[src/rtl/johnson_counter_param.sv]
// ----------------------------------------------------------------------------
// johnson_counter_param
//
// Parametrised Johnson / ring counter used as a multi-phase sequencer and
// strobe generator. The shift register steps up (shift left) or down (shift
// right) under a count enable, can be parallel-loaded, self-corrects states
// that are not legal for the selected mode, and exposes a binary phase index
// plus a one-cycle wrap pulse for downstream control.
//
// Parameters
//   WIDTH    : number of flip-flops in the shift register (2..32)
//   PW       : width of the phase index, derived from WIDTH (do not override)
//
// Ports
//   clk      : in  system clock, all state updates on the rising edge
//   rst      : in  synchronous active-high reset
//   en       : in  count enable, one step per clock when high
//   dir      : in  0 = up (shift left), 1 = down (shift right)
//   mode     : in  0 = Johnson (period 2*WIDTH), 1 = ring (period WIDTH)
//   load     : in  synchronous parallel load strobe (overrides en)
//   load_val : in  value written to q on load, accepted verbatim
//   q        : out registered counter state
//   phase    : out binary phase index decoded from q and mode (0 if illegal)
//   wrap     : out registered pulse on a sequence boundary crossing
//   illegal  : out high while q is not a legal state for the current mode
// ----------------------------------------------------------------------------
module johnson_counter_param #(
  parameter int WIDTH = 8,
  parameter int PW    = $clog2(2 * WIDTH)
) (
  input  logic             clk,
  input  logic             rst,
  input  logic             en,
  input  logic             dir,
  input  logic             mode,
  input  logic             load,
  input  logic [WIDTH-1:0] load_val,
  output logic [WIDTH-1:0] q,
  output logic [PW-1:0]    phase,
  output logic             wrap,
  output logic             illegal
);

  localparam logic [PW-1:0] LAST_JOHNSON = PW'(2 * WIDTH - 1);
  localparam logic [PW-1:0] LAST_RING    = PW'(WIDTH - 1);

  // Mask with the low k bits set (k = 0..WIDTH).
  function automatic logic [WIDTH-1:0] low_mask(input int k);
    logic [WIDTH-1:0] m;
    m = '0;
    for (int i = 0; i < WIDTH; i++) begin
      if (i < k) m[i] = 1'b1;
    end
    return m;
  endfunction

  // Johnson legal states: low k ones (phase k) or high j ones (phase 2W-j).
  function automatic logic johnson_legal(input logic [WIDTH-1:0] v);
    logic ok;
    ok = 1'b0;
    for (int k = 0; k <= WIDTH; k++) begin
      if (v == low_mask(k)) ok = 1'b1;
    end
    for (int j = 1; j < WIDTH; j++) begin
      if (v == ~low_mask(WIDTH - j)) ok = 1'b1;
    end
    return ok;
  endfunction

  function automatic logic [PW-1:0] johnson_phase(input logic [WIDTH-1:0] v);
    logic [PW-1:0] p;
    p = '0;
    for (int k = 0; k <= WIDTH; k++) begin
      if (v == low_mask(k)) p = PW'(k);
    end
    for (int j = 1; j < WIDTH; j++) begin
      if (v == ~low_mask(WIDTH - j)) p = PW'(2 * WIDTH - j);
    end
    return p;
  endfunction

  // Ring legal states are one-hot; the phase is the index of the set bit.
  function automatic logic ring_legal(input logic [WIDTH-1:0] v);
    int cnt;
    cnt = 0;
    for (int i = 0; i < WIDTH; i++) begin
      cnt = cnt + int'(v[i]);
    end
    return (cnt == 1);
  endfunction

  function automatic logic [PW-1:0] ring_phase(input logic [WIDTH-1:0] v);
    logic [PW-1:0] p;
    p = '0;
    for (int i = 0; i < WIDTH; i++) begin
      if (v[i]) p = PW'(i);
    end
    return p;
  endfunction

  logic [WIDTH-1:0] q_q, q_d;
  logic             wrap_q, wrap_d;

  logic             legal;
  logic [PW-1:0]    phase_cur;
  logic [PW-1:0]    last_phase;
  logic [WIDTH-1:0] step_val;

  // Decode of the current state under the current mode.
  always_comb begin
    legal      = mode ? ring_legal(q_q) : johnson_legal(q_q);
    last_phase = mode ? LAST_RING : LAST_JOHNSON;
    phase_cur  = '0;
    if (legal) begin
      phase_cur = mode ? ring_phase(q_q) : johnson_phase(q_q);
    end
  end

  // Next value for a legal enabled step; Johnson inverts the bit fed back,
  // ring feeds it back unchanged.
  always_comb begin
    step_val = q_q;
    if (!dir) begin
      step_val = {q_q[WIDTH-2:0], (mode ? q_q[WIDTH-1] : ~q_q[WIDTH-1])};
    end else begin
      step_val = {(mode ? q_q[0] : ~q_q[0]), q_q[WIDTH-1:1]};
    end
  end

  always_comb begin
    q_d    = q_q;
    wrap_d = 1'b0;
    if (load) begin
      q_d = load_val;
    end else if (en) begin
      if (!legal) begin
        // Correction step lands on phase 0 of the current mode, no wrap.
        q_d = mode ? WIDTH'(1) : '0;
      end else begin
        q_d    = step_val;
        wrap_d = dir ? (phase_cur == '0) : (phase_cur == last_phase);
      end
    end
  end

  always_ff @(posedge clk) begin
    if (rst) begin
      q_q    <= '0;
      wrap_q <= 1'b0;
    end else begin
      q_q    <= q_d;
      wrap_q <= wrap_d;
    end
  end

  assign q       = q_q;
  assign wrap    = wrap_q;
  assign phase   = phase_cur;
  assign illegal = ~legal;

endmodule

[config.mk]
export PLATFORM = sky130hd
export DESIGN_NAME = johnson_counter_param
export DESIGN_NICKNAME = d
export VERILOG_FILES = /design/src/rtl/johnson_counter_param.sv
export SDC_FILE = /design/constraint.sdc
export NUM_CORES = 1
export LEC_CHECK = 0
export ABC_AREA = 0
export BUFFER_PORTS_ARGS = -buffer_cell sky130_fd_sc_hd__buf_2
export CORE_MARGIN = 2
export CORE_UTILIZATION = 48
export CTS_CLUSTER_DIAMETER = 200
export CTS_CLUSTER_SIZE = 16
export DETAILED_ROUTE_END_ITERATION = 7
export PLACE_DENSITY_LB_ADDON = 0.25
export RECOVER_POWER = 25
export SETUP_SLACK_MARGIN = 0.05
export SYNTH_ARGS = -nofsm -noshare
export SYNTH_HDL_FRONTEND = slang
export SYNTH_SLANG_ARGS = --single-unit
[constraint.sdc]
create_clock -name clk -period 4 [get_ports clk]
set_clock_uncertainty 0.2 [all_clocks]
set_input_delay 0.4 -clock clk [delete_from_list [all_inputs] [get_ports clk]]
set_output_delay 0.4 -clock clk [all_outputs]
set_load 0.005 [all_outputs]
# After elaboration in Yosys (flattened, before gate mapping)
# Index checks and enable logic that the tools add are counted.
# classes
n_addsub	7
mul	0
div	0
n_lt_le_gt_ge	0
eq_ne	32
n_shift	0
n_mux	51
n_bitwise	11
reduce_logical	4
# ops
cell	n
4-bit two-way mux	23
8-bit equality test	8
8-bit equality test (second input constant)	8
8-bit two-way mux	4
1-bit two-way mux	24
8-bit by 1-bit equality test with 1-bit output (second input constant)	2
7-bit by 1-bit adder with 8-bit output	1
8-bit by 1-bit equality test with 1-bit output	1
8-bit by 2-bit equality test with 1-bit output	1
8-bit by 2-bit equality test with 1-bit output (second input constant)	1
8-bit by 3-bit equality test with 1-bit output	1
8-bit by 3-bit equality test with 1-bit output (second input constant)	1
8-bit by 4-bit equality test with 1-bit output	1
8-bit by 4-bit equality test with 1-bit output (second input constant)	1
8-bit by 5-bit equality test with 1-bit output	1
8-bit by 5-bit equality test with 1-bit output (second input constant)	1
8-bit by 6-bit equality test with 1-bit output	1
8-bit by 6-bit equality test with 1-bit output (second input constant)	1
8-bit by 7-bit equality test with 1-bit output	1
8-bit by 7-bit equality test with 1-bit output (second input constant)	1
8-bit zero test	1
1-bit NOT with 8-bit output	1
2-bit NOT with 8-bit output	1
3-bit NOT with 8-bit output	1
15 further kinds	18
# totals
reg_bits	9
latchBits	0
mem_bits_rw	0
rom_bits	0
inputBits	14
n_memories	0

# Depth between registers and ports, before layout
# Gate-level depths: netlist of the first run.
# logic_depth
depth_word	39
depth_mapped	14
depth_no_buf	14

# Worst setup path after synthesis of the first run
# OpenSTA, ideal clock, no wires.
# synth_path
kind	flip-flop to flip-flop
start	register q_q[0], in the netlist q[0]
end	register q_q[1], in the netlist q[1]
arrival_ns	3.799
path_slack_ns	-0.065
stages_incl_launch_ff	15
path_buffers	0
synth_period_minus_slack_ns	4.065
path_cell_list	dfxtp_1 > fa_1 > inv_1 > fa_1 > fa_1 > inv_1 > ha_1 > inv_1 > fa_1 > nand2_1 > nor4bb_1 > o21ai_0 > a21oi_1 > a221oi_1 > nor2_1
# synth_between
elab_chain_cells	21
# synth_lines
item	line	text
start: declaration	101	logic [WIDTH-1:0] q_q, q_d;
start signal: assignment	151	q_q <= q_d;
parallel branches: the longest is 18 deep, another holds 7-bit by 1-bit adder with 8-bit output	-	
8-bit two-way mux (*)	136	if (!legal) begin
8-bit two-way mux (*)	135	end else if (en) begin
8-bit two-way mux (*)	133	if (load) begin
# Mark *: on every way between the ends. The select of a mux whose other input is x is not followed.
# A chain may end at the register's enable or synchronous reset.

# Worst setup path after layout of the first run
# layout_path
start	register q_q[0], in the netlist q[0]
end	output port phase[1]
# layout_between
elab_chain_cells	19
# layout_lines
item	line	text
parallel branches: the longest is 18 deep, another holds 7-bit by 1-bit adder with 8-bit output	-	
4-bit two-way mux (*)	114	if (legal) begin
end: declaration	39	output logic [PW-1:0] phase,
# Mark *: on every way between the ends.

==> results.sh, run 1 <==
export IMPL_fin_crit_sh_pct=108.1
export IMPL_p_total_w=0.0004242
export IMPL_ys_flop_type="dfxtp_1"
export IMPL_r2r_cells=16
export IMPL_first_pass_iters=5
export IMPL_slew_limit_headroom_pct=49.38
export IMPL_cp_arrival_ns=3.73
export IMPL_antenna_cells=0
export IMPL_path_class="reg2out"
export IMPL_drc=0
export IMPL_portBuffers=27
export IMPL_grt_pass1_vias=1269
export IMPL_root_buffer="clkbuf_4"
export IMPL_vias_per_cell=6.262
export IMPL_cts_buffers=3
export IMPL_slew_viol_final=0
export IMPL_synth_distinct_cells=46
export IMPL_nFillCells=170
export IMPL_cts_sinks=9
export IMPL_std_cell_rows=17
export IMPL_io_pins=28
export IMPL_p_leak_nw=0.6671
export IMPL_worstPathRequired_ns=3.40
export IMPL_antenna_found_initial=0
export IMPL_nets=223
export IMPL_rr_endpoint="q[7]"
export IMPL_die_w_um=53.58
export IMPL_synth_area_leaders="dfxtp_1 (15%), ha_1 (7.4%), fa_1 (6.8%)"
export IMPL_cts_clk_slew_worst_paths_ns=0.07
export IMPL_synthToLayoutAreaGrowth_pct=34.57
export IMPL_drt_initial_drc_count=93
export IMPL_clk_path_buf_depth=2
export IMPL_worstHoldStart="load_val[1]"
export IMPL_drive_above_1_share_pct=38.07
export IMPL_die_h_um=53.58
export IMPL_core_area_sq_um=2276
export IMPL_h_tree_depth=1
export IMPL_grt_overflow=0
export IMPL_avgSynthCellArea_sq_um=7.194
export IMPL_synth_net_count=189
export IMPL_hold_violations=0
export IMPL_yosysTopAreaCellShare_pct=15.27
export IMPL_synth_edf_count=0
export IMPL_hp_class="in2reg"
export IMPL_whs_path_depth=3
export IMPL_ant_nets=0
export IMPL_max_freq_mhz=231.2
export IMPL_worstSkewPairLatency_ns=0.28
export IMPL_worst_path_max_fanout=2
export IMPL_rsz0062_at_grt="true"
export IMPL_start_util_pct=51.84
export IMPL_wirelength_um=3562
export IMPL_timing_rr_start="q[0]"
export IMPL_final_min_clock_period_ns=4.326
export IMPL_ir_worst_vdd_mv=0.2268
export IMPL_tightest_slew_ns=0.7547
export IMPL_routedWlPerCell_um=15.83
export IMPL_p_per_area_nw_per_um2=267.1
export IMPL_synthTopCellsByCount="inv_1 (18), nor2_1 (16), nand2_1 (14)"
export IMPL_holdPathEnd="q[1]"
export IMPL_synth_seq_cells=9
export IMPL_failed_checks="setup timing"
export IMPL_grt_pass1_wl_um=5720
export IMPL_fp_dieArea_sq_um=2871
export IMPL_final_setup_viol_count=9
export IMPL_dpl_hpwl_um=2428
export IMPL_syn_area_sq_um=1180
export IMPL_start_kind="flip-flop"
export IMPL_gp_congestion=0.9222
export IMPL_vias=1409
export IMPL_yosysSeqAreaShare_pct=15.27
export IMPL_endpoint_kind="output pin"
export IMPL_yosys_cell_count_top_type="inv_1"
export IMPL_synth_async_reset_ratio_pct=0
export IMPL_grt_max_degree=18
export IMPL_yosys_warnings=0
export IMPL_status="finished, violations left"
export IMPL_yosysTopAreaCell="dfxtp_1"
export IMPL_ff2ff_setup_slack_ns=-0.05
export IMPL_finalSetupTns_ns=-1.308
export IMPL_syn_inst=164
export IMPL_grt_total_usage_pct=27.65
export IMPL_post_route_util_pct=69.76
export IMPL_setup_ws_ns=-0.3258
export IMPL_cts_hold_buf=0
export IMPL_drv_cap=0
export IMPL_cts_tree="yes"
[where the power goes]
group | switching [W] | internal (W)
Clock | 0.0000379 | 0.0000387
Combinational | 0.000135 | 0.000112
Sequential | 0.00000551 | 0.0000954
[layer usage]
layer	wire [um]	track usage (%)	vias up
met5	0	0	-
met4	76	12.82	0
met3	295	3.611	9
met2	1711	44.03	81
met1	1479	37.13	655
li1	-	-	664
[registers in the layout, indices dropped and copies added, names as in the netlist]
name,count
wrap,1
q,8
[per-stage QoR]
stage          area (sq um)  worst slack, ns  cells  hold WS, ns
3_3_place_gp           1369          0.05212    214       0.4507
4_1_cts                1509          -0.2908    222       0.1700
5_1_grt                1588          -0.4899    225       0.1902
3_5_place_dp           1369         -0.05754    214       0.4662
6_report               1588          -0.3258    225       0.1696
2_1_floorplan          1194          0.08538    164       0.3599
[worst max path at each step]
stage,from,to,cells after the start
after detailed placement,q[0],wrap,14
after global routing,q[0],phase[2],13
after floorplan,q[0],wrap,13
after global placement,q[0],phase[2],13
final,q[0],phase[1],14
after CTS,q[0],phase[2],13
[area by class of cell]
cell class / count / area (sq um) / share of cell area (%)
inverters: 18 / 67.56 / 4.255
flip-flops and latches: 9 / 181.4 / 11.43
clock buffers: 4 / 26.28 / 1.655
multi-input cells: 124 / 1015 / 63.91
repair buffers: 42 / 262.8 / 16.55
well taps: 28 / 35.03 / 2.206
[cell families after synthesis]
kind of cell / Yosys count / share of synthesized area, %
AND/OR/NAND/NOR: 64 / 27.57
AO/OA/AOI/OAI: 45 / 29.16
buffers and inverters: 31 / 10.39
adder cells (fa/ha/maj): 11 / 14.21
flip-flops: 9 / 15.27
XOR/XNOR: 2 / 1.485
multiplexers: 2 / 1.909
[placed cells by master (no fill, tap or decap), types with 3 or more instances in the layout]
cell type | netlist | final
nor2b_1 | 4 | 3
nand3_1 | 3 | 3
inv_1 | 18 | 17
ha_1 | 7 | 6
a221oi_2 | 0 | 7
a21oi_1 | 6 | 5
clkbuf_4 | 0 | 3
nor2_1 | 16 | 14
nand2_1 | 14 | 13
o22ai_1 | 3 | 3
fa_1 | 4 | 4
nor3_1 | 13 | 12
buf_6 | 0 | 4
buf_4 | 0 | 11
dfxtp_1 | 9 | 8
o21ai_0 | 10 | 9
buf_2 | 5 | 27
[what timing repair did]
action                                  4_1_cts  5_1_grt
resized for setup                            16       10
setup buffers                                 4        3
endpoints found under the setup margin       12       13
pin swaps                                    11       11
[worst max-delay path: stages, from the launching register on]
cell and delay (ns):
dfxtp_2 0.33, fa_1 0.52, inv_1 0.04, fa_1 0.49, fa_1 0.41, inv_1 0.07
ha_2 0.18, inv_2 0.04, fa_1 0.52, nand2_2 0.10, buf_4 0.15, buf_6 0.11
nor4_4 0.19, o21bai_4 0.15, buf_2 0.13
Note: power is estimated with default switching activity, not from simulation.
==> run 2, diff against run 1 <==
--- a/config.mk
+++ b/config.mk
@@ -12,9 +12,11 @@
 export CTS_CLUSTER_DIAMETER = 200
 export CTS_CLUSTER_SIZE = 16
 export DETAILED_ROUTE_END_ITERATION = 7
+export HOLD_SLACK_MARGIN = 0.05
 export PLACE_DENSITY_LB_ADDON = 0.25
-export RECOVER_POWER = 25
+export RECOVER_POWER = 50
 export SETUP_SLACK_MARGIN = 0.05
+export SLEW_MARGIN = 25
 export SYNTH_ARGS = -nofsm -noshare
 export SYNTH_HDL_FRONTEND = slang
 export SYNTH_SLANG_ARGS = --single-unit
==> run 2 against run 1 <==
Sequential power about the same. Combinational power about the same. Utilization is 0.49 points lower. Largest cell class unchanged. Worst setup slack better by 0.0043 ns. The flow still finishes with violations (setup timing).
==> results.sh, run 2 (synthesized netlist as in run 1, its figures left out) <==
export IMPL_start_util_pct=51.84
export IMPL_vias_per_cell=6.351
export IMPL_slew_viol_final=0
export IMPL_gp_congestion=0.9222
export IMPL_cts_sinks=9
export IMPL_path_class="reg2out"
export IMPL_hp_class="in2reg"
export IMPL_synthToLayoutAreaGrowth_pct=33.62
export IMPL_vias=1429
export IMPL_core_area_sq_um=2276
export IMPL_layout_cells_most_common_list="buf_2 (27), inv_1 (17), nor2_1 (14), nand2_1 (13), nor3_1 (12)"
export IMPL_nets=223
export IMPL_worst_path_max_fanout=2
export IMPL_tightest_slew_ns=0.7562
export IMPL_switching_share_pct=42.10
export IMPL_path_buf_inv=6
export IMPL_std_cell_rows=17
export IMPL_die_w_um=53.58
export IMPL_p_leak_nw=0.6548
export IMPL_cts_tree="yes"
export IMPL_final_min_clock_period_ns=4.321
export IMPL_wirelength_um=3587
export IMPL_antenna_cells=0
export IMPL_drt_initial_drc_count=91
export IMPL_drive_above_1_share_pct=36.55
export IMPL_cpLargestDelayFamily="adder cells"
export IMPL_grt_max_degree=18
export IMPL_clk_path_buf_depth=2
export IMPL_seqPwrFrac_pct=23.9
export IMPL_portBuffers=27
export IMPL_ir_worst_vdd_mv=0.2258
export IMPL_p_clk_share_pct=18.0
export IMPL_dpl_hpwl_um=2428
export IMPL_fp_dieArea_sq_um=2871
export IMPL_endpoint_kind="output pin"
export IMPL_worstSkewPairLatency_ns=0.28
export IMPL_cts_hold_buf=0
export IMPL_ant_nets=0
export IMPL_root_buffer="clkbuf_4"
export IMPL_cts_clk_slew_worst_paths_ns=0.07
export IMPL_setup_ws_ns=-0.3215
export IMPL_hold_violations=0
export IMPL_final_setup_viol_count=9
export IMPL_io_pins=28
export IMPL_cts_buffers=3
export IMPL_h_tree_depth=1
export IMPL_max_freq_mhz=231.4
export IMPL_drc=0
export IMPL_largest_reg_flops=8
export IMPL_post_route_util_pct=69.27
export IMPL_p_per_area_nw_per_um2=267.6
export IMPL_p_switching_w=0.0001776
export IMPL_grt_overflow=0
export IMPL_nFillCells=175
export IMPL_start_kind="flip-flop"
export IMPL_slew_limit_headroom_pct=49.28
export IMPL_fin_crit_sh_pct=108.0
export IMPL_crit_chain="fa_1 -> inv_1 -> fa_1 -> fa_1 -> inv_1 -> ha_2 -> inv_2 -> fa_1 -> nand2_2 -> buf_4 -> buf_6 -> nor4_4 -> o21bai_4 -> buf_2"
export IMPL_path_common_cell="fa_1"
export IMPL_status="finished, violations left"
export IMPL_antenna_found_initial=0
export IMPL_internal_power_w=0.0002443
export IMPL_grt_pass1_wl_um=5720
export IMPL_cp_arrival_ns=3.72
export IMPL_failed_checks="setup timing"
export IMPL_first_pass_iters=6
export IMPL_rsz0062_at_grt="true"
export IMPL_grt_total_usage_pct=27.65
export IMPL_die_h_um=53.58
export IMPL_routedWlPerCell_um=15.94
export IMPL_crit_path_max_incr_delay_ns=0.53
export IMPL_crit_path_top_delay_cell="fa_1"
export IMPL_worstPathRequired_ns=3.40
export IMPL_grt_pass1_vias=1269
export IMPL_combPwrFrac_pct=58.1
export IMPL_mostFrequentLayoutCell="buf_2"
export IMPL_hold_slack_ns=0.1717
export IMPL_drv_cap=0
[run 2: area by class of cell]
| cell class | count | area (sq um) | share of cell area, % |
|---|---|---|---|
| multi-input cells | 124 | 1015 | 64.36 |
| repair buffers | 42 | 251.5 | 15.95 |
| flip-flops and latches | 9 | 181.4 | 11.51 |
| inverters | 18 | 67.56 | 4.286 |
| well taps | 28 | 35.03 | 2.222 |
| clock buffers | 4 | 26.28 | 1.667 |
[run 2: worst reg2reg max path, delay by kind of cell (launching register included)]
| family | cells | cell delay [ns] |
|---|---|---|
| AOI/OAI and AO/OA | 3 | 0.34 |
| adders and majority gates | 5 | 2.13 |
| buffers and inverters | 5 | 0.47 |
| and+or+nand+nor | 3 | 0.52 |
| DFF | 1 | 0.33 |
[run 2: metrics by stage]
| stage | cells | power [W] | setup slack (ns) | setup TNS, ns | instance area (sq um) |
|---|---|---|---|---|---|
| 2_1_floorplan | 164 | 0.0002277 | 0.08538 | 0 | 1194 |
| 3_3_place_gp | 214 | 0.0002792 | 0.05212 | 0 | 1369 |
| 3_5_place_dp | 214 | 0.0002848 | -0.05754 | -0.3791 | 1369 |
| 4_1_cts | 222 | 0.0003892 | -0.2908 | -0.8864 | 1509 |
| 5_1_grt | 225 | 0.0004439 | -0.4899 | -3.355 | 1577 |
| 6_report | 225 | 0.0004219 | -0.3215 | -1.282 | 1577 |
[run 2: power groups by stage]
stage	logic (W)	clock network, W	registers [W]
after global placement	0.000177	0	0.000102
after global routing	0.000262	0.0000803	0.000101
after CTS	0.000209	0.0000798	0.000101
after floorplan	0.000123	0	0.000104
final	0.000245	0.0000761	0.000101
after detailed placement	0.000182	0	0.000103
[run 2: per-layer routing]
metal | part of all wire (%) | global-route usage, % | up-vias
li1 | - | - | 665
met1 | 41 | 37.13 | 652
met2 | 47 | 44.03 | 97
met3 | 9.1 | 3.611 | 15
met4 | 2.9 | 12.82 | 0
met5 | 0 | 0 | -
[run 2: path summary, 6_finish.rpt]
path | from | endpoint | slack (ns) | cells after the start
setup / recovery | q[0] | phase[1] | -0.32 | 14
hold / removal | load_val[1] | q[1] | 0.17 | 3
setup reg to reg | q[0] | q[7] | -0.05 | 16
hold reg to reg | q[0] | q[0] | 0.48 | 2
[run 2: timing repair]
item,in CTS,in global routing
resized for setup,16,10
setup buffers,4,3
pin swaps,11,11
setup endpoints to repair,12,13
==> run 3, diff against run 2 <==
--- a/config.mk
+++ b/config.mk
@@ -8,7 +8,8 @@
 export ABC_AREA = 0
 export BUFFER_PORTS_ARGS = -buffer_cell sky130_fd_sc_hd__buf_2
 export CORE_MARGIN = 2
-export CORE_UTILIZATION = 48
+export CORE_UTILIZATION = 50
+export CTS_BUF_LIST = sky130_fd_sc_hd__clkbuf_8
 export CTS_CLUSTER_DIAMETER = 200
 export CTS_CLUSTER_SIZE = 16
 export DETAILED_ROUTE_END_ITERATION = 7
==> run 3 against run 2 <==
The flow still finishes with violations (setup timing). Critical path depth down 1. Count of clock-buffer cells in the layout down 1. Global-route usage up 1.7 points. Routed wire length up 4.0%. Largest cell class unchanged. Largest power group unchanged.
==> results.sh, run 3 (synthesized netlist as in run 1, its figures left out) <==
export IMPL_cts_tree="yes"
export IMPL_drive_above_1_share_pct=35.20
export IMPL_endpoint_kind="output pin"
export IMPL_antenna_cells=0
export IMPL_drt_initial_drc_count=67
export IMPL_p_clk_share_pct=23.5
export IMPL_fin_crit_sh_pct=110.4
export IMPL_ant_nets=0
export IMPL_max_freq_mhz=226.5
export IMPL_vias_per_cell=6.509
export IMPL_internal_power_w=0.0002765
export IMPL_routedWlPerCell_um=16.66
export IMPL_drc=0
export IMPL_p_switching_w=0.0001853
export IMPL_hold_violations=0
export IMPL_seqPwrFrac_pct=21.9
export IMPL_combPwrFrac_pct=54.6
export IMPL_p_leak_nw=0.6594
export IMPL_dpl_hpwl_um=2386
export IMPL_cts_sinks=9
export IMPL_slew_viol_final=0
export IMPL_fp_dieArea_sq_um=2764
export IMPL_cts_clk_slew_worst_paths_ns=0.05
export IMPL_start_util_pct=53.34
export IMPL_cp_arrival_ns=3.82
export IMPL_h_tree_depth=1
export IMPL_clk_path_buf_depth=2
export IMPL_layout_cells_most_common_list="buf_2 (27), inv_1 (18), nor2_1 (15), nand2_1 (13), nor3_1 (12)"
export IMPL_die_w_um=52.58
export IMPL_gp_congestion=0.9356
export IMPL_switching_share_pct=40.13
export IMPL_die_h_um=52.58
export IMPL_vias=1458
export IMPL_status="finished, violations left"
export IMPL_root_buffer="clkbuf_8"
export IMPL_post_route_util_pct=71.44
export IMPL_final_min_clock_period_ns=4.415
export IMPL_grt_overflow=0
export IMPL_largest_reg_flops=8
export IMPL_first_pass_iters=4
export IMPL_nets=222
export IMPL_cts_hold_buf=0
export IMPL_hp_class="in2reg"
export IMPL_rsz0062_at_grt="true"
export IMPL_p_per_area_nw_per_um2=292.2
export IMPL_final_setup_viol_count=13
export IMPL_io_pins=28
export IMPL_wirelength_um=3731
export IMPL_grt_pass1_vias=1334
export IMPL_failed_checks="setup timing"
export IMPL_placed_cells=214
export IMPL_drv_cap=0
export IMPL_core_area_sq_um=2212
export IMPL_grt_max_degree=18
export IMPL_nFillCells=168
export IMPL_antenna_found_initial=0
export IMPL_cts_buffers=3
export IMPL_final_cell_count_no_fill=224
export IMPL_tightest_slew_ns=0.9472
export IMPL_start_kind="flip-flop"
export IMPL_portBuffers=27
export IMPL_mostFrequentLayoutCell="buf_2"
export IMPL_setup_ws_ns=-0.4153
export IMPL_worstPathRequired_ns=3.40
export IMPL_worstSkewPairLatency_ns=0.24
export IMPL_grt_total_usage_pct=29.38
export IMPL_synthToLayoutAreaGrowth_pct=33.93
export IMPL_grt_pass1_wl_um=6030
export IMPL_worst_path_max_fanout=5
export IMPL_slew_limit_headroom_pct=36.48
export IMPL_path_class="reg2out"
export IMPL_ir_worst_vdd_mv=0.2484
export IMPL_std_cell_rows=17
[run 3: changes by cell type in the layout (fill, tap and decap cells not counted), sizes merged]
cell,delta
clkbuf,-1
inv,+1
buf,-1
[run 3: final timing paths]
kind	start	to	slack, ns	cells past startpoint
max	q[0]	phase[2]	-0.42	13
min	load_val[5]	q[5]	0.21	3
max reg2reg	q[0]	wrap	-0.26	15
min reg2reg	q[0]	q[0]	0.49	2
[run 3: metrics by stage]
step           setup WS (ns)  hold slack, ns  instance area [sq um]  total power, W  setup TNS, ns
6_report             -0.4153          0.2082                   1580       0.0004618         -2.859
5_1_grt              -0.5524          0.2186                   1580       0.0004842         -4.639
4_1_cts              -0.2509          0.2074                   1536       0.0004236        -0.8786
3_5_place_dp         -0.1143          0.4652                   1369       0.0002837        -0.4426
3_3_place_gp         0.04609          0.4511                   1369       0.0002794              0
2_1_floorplan        0.08538          0.3599                   1194       0.0002277              0
[run 3: power groups by stage]
stage          Sequential [W]  Clock (W)  Combinational, W
2_1_floorplan        0.000104          0          0.000123
6_report             0.000101   0.000108          0.000252
4_1_cts              0.000101   0.000108          0.000214
3_3_place_gp         0.000102          0          0.000177
3_5_place_dp         0.000103          0          0.000181
5_1_grt              0.000102   0.000112          0.000270
[run 3: timing repair]
action | CTS | global route
gates cloned | 0 | 0
resized for setup | 13 | 7
setup buffers | 4 | 2
setup endpoints to repair | 12 | 13
pin swaps | 3 | 4
[run 3: final cells by class]
| cell class | count | area [sq um] | area share (%) |
|---|---|---|---|
| Clock buffer | 3 | 41.29 | 2.613 |
| Tap cell | 28 | 35.03 | 2.217 |
| Clock inverter | 1 | 3.754 | 0.2375 |
| Inverter | 18 | 67.56 | 4.276 |
| Timing Repair Buffer | 41 | 241.5 | 15.28 |
| Multi-Input combinational cell | 124 | 1010 | 63.90 |
| Sequential cell | 9 | 181.4 | 11.48 |
[run 3: routing by layer]
metal / vias to the layer above / GRT usage, % / wire length, um
li1: 666 / - / -
met1: 662 / 37.52 / 1452
met2: 108 / 47.71 / 1781
met3: 22 / 4.286 / 352
met4: 0 / 14.96 / 144
met5: - / 0 / 0
[run 3: critical path, cell delays in order (launching register included)]
cell	delay, ns
dfxtp_2	0.32
fa_1	0.53
inv_1	0.05
fa_1	0.49
fa_1	0.41
inv_1	0.07
ha_2	0.18
inv_2	0.04
fa_1	0.56
nand2_2	0.11
nor4bb_4	0.41
o2bb2ai_4	0.12
nor2b_2	0.14
buf_2	0.12
